[src/rtl/conv_window_gen.sv]
// 3x3 sliding-window generator over a raster pixel stream using two line buffers.
// Optional sticky frame-sequence error output enabled by defining WINGEN_FRAME_ERR_EN.
module conv_window_gen #(
  parameter int WI    = 8,
  parameter int IMG_W = 28,
  parameter int IMG_H = 28
) (
  input  logic            iClk,
  input  logic            iRst,
  input  logic            iPixValid,
  input  logic [WI-1:0]   iPixel,
  input  logic            iSof,
  output logic            oValid,
  output logic [3*WI-1:0] oWindowRow1,
  output logic [3*WI-1:0] oWindowRow2,
  output logic [3*WI-1:0] oWindowRow3,
  output logic            oMapDone
`ifdef WINGEN_FRAME_ERR_EN
  ,
  output logic            oFrameErr
`endif
);

  localparam int XW = (IMG_W > 1) ? $clog2(IMG_W) : 1;
  localparam int YW = (IMG_H > 1) ? $clog2(IMG_H) : 1;

  logic [XW-1:0] x, cx;
  logic [YW-1:0] y, cy;
  logic          x_last, y_last;
  logic          win_ok;
  logic          last_win;

  logic [WI-1:0] lb0 [IMG_W];
  logic [WI-1:0] lb1 [IMG_W];
  logic [WI-1:0] win   [3][3];
  logic [WI-1:0] win_n [3][3];

  // iSof overrides the counters so the current pixel is always (0,0).
  always_comb begin
    cx     = iSof ? '0 : x;
    cy     = iSof ? '0 : y;
    x_last = (cx == XW'(IMG_W - 1));
    y_last = (cy == YW'(IMG_H - 1));
    win_ok = (cx >= XW'(2)) && (cy >= YW'(2));
  end

  always_comb begin
    for (int unsigned r = 0; r < 3; r++) begin
      win_n[r][0] = win[r][1];
      win_n[r][1] = win[r][2];
    end
    win_n[0][2] = lb0[cx];
    win_n[1][2] = lb1[cx];
    win_n[2][2] = iPixel;
  end

  always_ff @(posedge iClk) begin
    if (!iRst && iPixValid) begin
      lb0[cx] <= lb1[cx];
      lb1[cx] <= iPixel;
    end
  end

  always_ff @(posedge iClk) begin
    if (iRst) begin
      x           <= '0;
      y           <= '0;
      oValid      <= 1'b0;
      oMapDone    <= 1'b0;
      last_win    <= 1'b0;
      oWindowRow1 <= '0;
      oWindowRow2 <= '0;
      oWindowRow3 <= '0;
      for (int unsigned r = 0; r < 3; r++)
        for (int unsigned c = 0; c < 3; c++)
          win[r][c] <= '0;
    end else begin
      oValid   <= 1'b0;
      last_win <= 1'b0;
      oMapDone <= oValid && last_win;
      if (iPixValid) begin
        win <= win_n;
        x   <= x_last ? '0 : cx + XW'(1);
        y   <= x_last ? (y_last ? '0 : cy + YW'(1)) : cy;
        if (win_ok) begin
          oValid      <= 1'b1;
          last_win    <= x_last && y_last;
          oWindowRow1 <= {win_n[0][0], win_n[0][1], win_n[0][2]};
          oWindowRow2 <= {win_n[1][0], win_n[1][1], win_n[1][2]};
          oWindowRow3 <= {win_n[2][0], win_n[2][1], win_n[2][2]};
        end
      end
    end
  end

`ifdef WINGEN_FRAME_ERR_EN
  logic frame_done;

  // frame_done is only set across the gap between a frame's last pixel and the next accepted pixel.
  always_ff @(posedge iClk) begin
    if (iRst) begin
      oFrameErr  <= 1'b0;
      frame_done <= 1'b0;
    end else if (iPixValid) begin
      frame_done <= (x == XW'(IMG_W - 1)) && (y == YW'(IMG_H - 1)) && !iSof
                    || (iSof && x_last && y_last);
      if (iSof && ((x != '0) || (y != '0)))
        oFrameErr <= 1'b1;
      if (!iSof && (x == '0) && (y == '0) && frame_done)
        oFrameErr <= 1'b1;
    end
  end
`endif

endmodule

[config.mk]
export PLATFORM = sky130hd
export DESIGN_NAME = conv_window_gen
export DESIGN_NICKNAME = d
export VERILOG_FILES = /design/src/rtl/conv_window_gen.sv
export SDC_FILE = /design/constraint.sdc
export NUM_CORES = 1
export LEC_CHECK = 0
export CAP_MARGIN = 10
export CORE_ASPECT_RATIO = 0.9
export CORE_MARGIN = 2
export CORE_UTILIZATION = 49
export DETAILED_ROUTE_END_ITERATION = 12
export PLACE_DENSITY = 0.67
export SLEW_MARGIN = 20
export SYNTH_ARGS = -nofsm -noshare
export SYNTH_HDL_FRONTEND = slang
export SYNTH_SLANG_ARGS = --single-unit
[constraint.sdc]
create_clock -name iClk -period 6.4 [get_ports iClk]
set_input_delay 1.28 -clock iClk [delete_from_list [all_inputs] [get_ports iClk]]
set_output_delay 1.28 -clock iClk [all_outputs]
set_load 0.05 [all_outputs]
==> run metrics <==
status=finished clean; setup slack, reg-to-reg=roughly 2.4 ns; post-CTS resize count=0; global-route total usage across every layer=0.242; overall die height=208 um; peak fanout along the critical path=28; input/output buffers=85; Total Negative Setup Slacks=0 ns; top post-synthesis cells by area=edfxtp_1 (60%), dfxtp_1 (12%), mux2i_1 (5.9%), nand2_1 (2.7%), a21oi_1 (2.4%); Final Slew Violations=0; Final Util=0.567; fillcell total=about 3600; biggest area consumer among synthesized cells=edfxtp_1; half-perimeter wire length after placement=~36000 um; CTS tree=yes; Layout Cells excl Fill=around 2300; Placed Instances=roughly 2200; clock skew=0.0148 ns; gate family responsible for the most delay along the worst path=simple AND/OR/NAND/NOR gates; Worst path max stage delay=just under 0.8 ns; Gate Count Post-Synth=approximately 1600; Placeable Area=roughly 0.045 mm^2; ratio of cells with drive above 1 in the final layout=0.121; WP data required=approximately 6.5 ns; Root Driver=clkbuf_16; adder-cell share of the synthesized area=0.000554; setup repair bufs after CTS=0; most frequently used flop master after synthesis=edfxtp_1; global placer's final weighted congestion=just under 0.9; detailed router's first-iteration violation count=roughly 1700; synth warn=0; highest achievable clock rate=roughly 240 MHz; Min-Delay Path Depth=2; WL per Instance=~25 um; total CTS buffers=56; drt drc=0; max-cap viol count=0; wire length reported by the detailed router=58700 um; kind of end point of the critical path=flip-flop; Setup crit start kind=input pin; Skew-Pair Late Insertion Delay=0.62 ns; static leakage=8.26 nW; cts hold-fix bufs=0; min-delay worst type=flip-flop to flip-flop; worst slew pin tran=around 1.1 ns; dominant combinational cell family by area after synthesis=compound AO/OA/AOI/OAI gates; mean cell area of the mapped netlist=14.3 um^2; startpoint of the tightest hold check path=oValid; Std-Cell Rows=74; post-layout min period=about 4.2 ns; Peak supply drop=between 200 and 250 uV; number of storage elements in the synthesis netlist=approximately 580; synthesized-area fraction occupied by ao, oa, aoi and oai cells=0.108; sum of buffers and inverters on the critical path=2; Post-Syn Area=0.0226 mm^2; setup repair after global routing missed its margin=no; cell count of the worst reg-to-reg path=6; FF-to-FF End=lb0[7][3]; sink of the worst hold path=oMapDone; initial core utilization=0.497; critical-path cell with the highest stage delay=nand2_1; Worst-path clk slew=~0.06 ns; Synth Net Count=~1600; data arrival time of the worst path=4.31 ns; width of the die=about 230 um; parity-gate share of the synthesized area counting xor and xnor cells=0; number of enable-type register cells in the synthesized netlist=between 400 and 500; cell area after layout=0.0258 mm^2; H-tree levels=2; portion of the clock cycle consumed by the worst path in the final layout=0.654; Area growth syn-to-layout=14.1%; diodes inserted=0; drt pass-1 iters=6; count of antenna-violating nets left after detailed routing=0; Critical R2R Launch=x[0]; total via count in the routed design=around 14000; vias in the first global route=13300; number of buffers on the longest clock path=3; number of nets in the layout=1666; clock sink total=about 580; Netlist cell types=65; Crit Path Class=input pin to flip-flop; largest net degree at the start of global routing=91; sequential-to-total area share from yosys stat=0.714; number of antenna violations at the first check in global routing=0; leftover overflow at the end of global routing=0; post-place instance area=0.0240 mm^2; Relative slew margins=0.241; I/O pins=86; power density relative to cell area=around 300 mW/mm^2; CP cell instances=buf_2 -> buf_4 -> or4b_1 -> a21oi_1 -> a22o_1 -> nor3_1 -> nand2_1; post-synthesis async set-or-reset flop share=0; share of the synthesized area in the top cell type=0.596; Hold Fails Final Rpt=0; full die area=0.0478 mm^2; number of vias per cell after detailed routing=between 6 and 7; post-synthesis mux area share=0.0769; Final Setup Violations=0; global-route wire length before repair=85900 um; Simple-Gate Fraction of Synth Area=0.0704
logic make-up after synthesis:
family                   Yosys count
buffers and inverters            130
AO/OA/AOI/OAI                    346
multiplexers                     167
adder cells (fa/ha/maj)            1
AND/OR/NAND/NOR                  350
flip-flops                       581
power breakdown:
group          internal (W)  switching, W
Clock               0.00182       0.00140
Combinational      0.000112      0.000251
Sequential          0.00410     0.0000330
Total               0.00603       0.00169
worst max path at each step:
stage                     from  slack, ns  cells after the start          to
after floorplan           iSof       2.65                      4  lb0[27][0]
after global placement    iSof       1.90                      7   lb0[6][1]
after detailed placement  iSof       1.78                      7   lb0[6][1]
after CTS                 iSof       2.40                      7   lb0[2][1]
after global routing      iSof       2.00                      7   lb0[6][1]
final                     iSof       2.21                      7   lb0[6][1]
layout by cell type (no fill, tap or decap), types with 32 or more instances in the layout:
master,Yosys,layout
clkdlybuf4s50_1,0,80
nand2_1,161,161
buf_4,22,52
dfxtp_1,133,131
mux2_2,33,33
a221oi_1,32,32
a21oi_1,109,109
edfxtp_1,448,448
mux2i_1,132,132
o22ai_1,40,40
nor2_1,121,120
clkbuf_16,0,56
layout make-up:
type                    count  area (um^2)  area share
clock inverters            36          297      0.0115
multi-input cells         864         5820       0.226
flip-flops and latches    581        16100       0.626
inverters                  14         52.6     0.00204
repair buffers            136         1230      0.0476
clock buffers              70         1490      0.0580
well taps                 608          761      0.0295
worst reg2reg max path, stage by stage (launching register included):
cell and delay (ns):
dfxtp_4 0.63, buf_4 0.79, nor3b_1 0.32, o21ai_0 0.17, a222oi_1 0.73, and4b_1 0.48
inv_1 0.46
layer usage:
layer  wire length, um  track usage  vias to the layer above  share of wire
met5                 0            0                        -              0
met2             26000        0.360                      712           0.44
met1             24900        0.342                     6924           0.42
met3              5980       0.0695                      104           0.10
li1                  -            -                     6190              -
met4              1740       0.0812                        0          0.030
Yosys cell counts, drive strengths merged (16+ instances only):
cell type	instances
edfxtp	448
nand2	161
dfxtp	133
mux2i	132
nor2	124
a21oi	109
buf	76
clkbuf	40
o22ai	40
a221oi	38
mux2	33
o21ai	31
a211oi	28
a221o	24
a22oi	18
a311oi	16
flip-flops by register name, indices dropped and copies added (netlist names):
| signal | cells |
|---|---|
| y | 5 |
| win | 48 |
| last_win | 1 |
| lb1 | 224 |
| oMapDone | 1 |
| x | 5 |
| oWindowRow3 | 24 |
| oWindowRow2 | 24 |
| oWindowRow1 | 24 |
| lb0 | 224 |
| oValid | 1 |
stage by stage:
| step | setup WS (ns) | power, W | hold WS (ns) |
|---|---|---|---|
| floorplan | 2.65 | 0.00444 | 0.395 |
| global placement | 1.90 | 0.00457 | 0.439 |
| detailed placement | 1.78 | 0.00457 | 0.440 |
| CTS | 2.40 | 0.00776 | 0.448 |
| global route | 2.00 | 0.00794 | 0.467 |
| finish | 2.21 | 0.00772 | 0.445 |
Power figures use the tool's default switching activity.
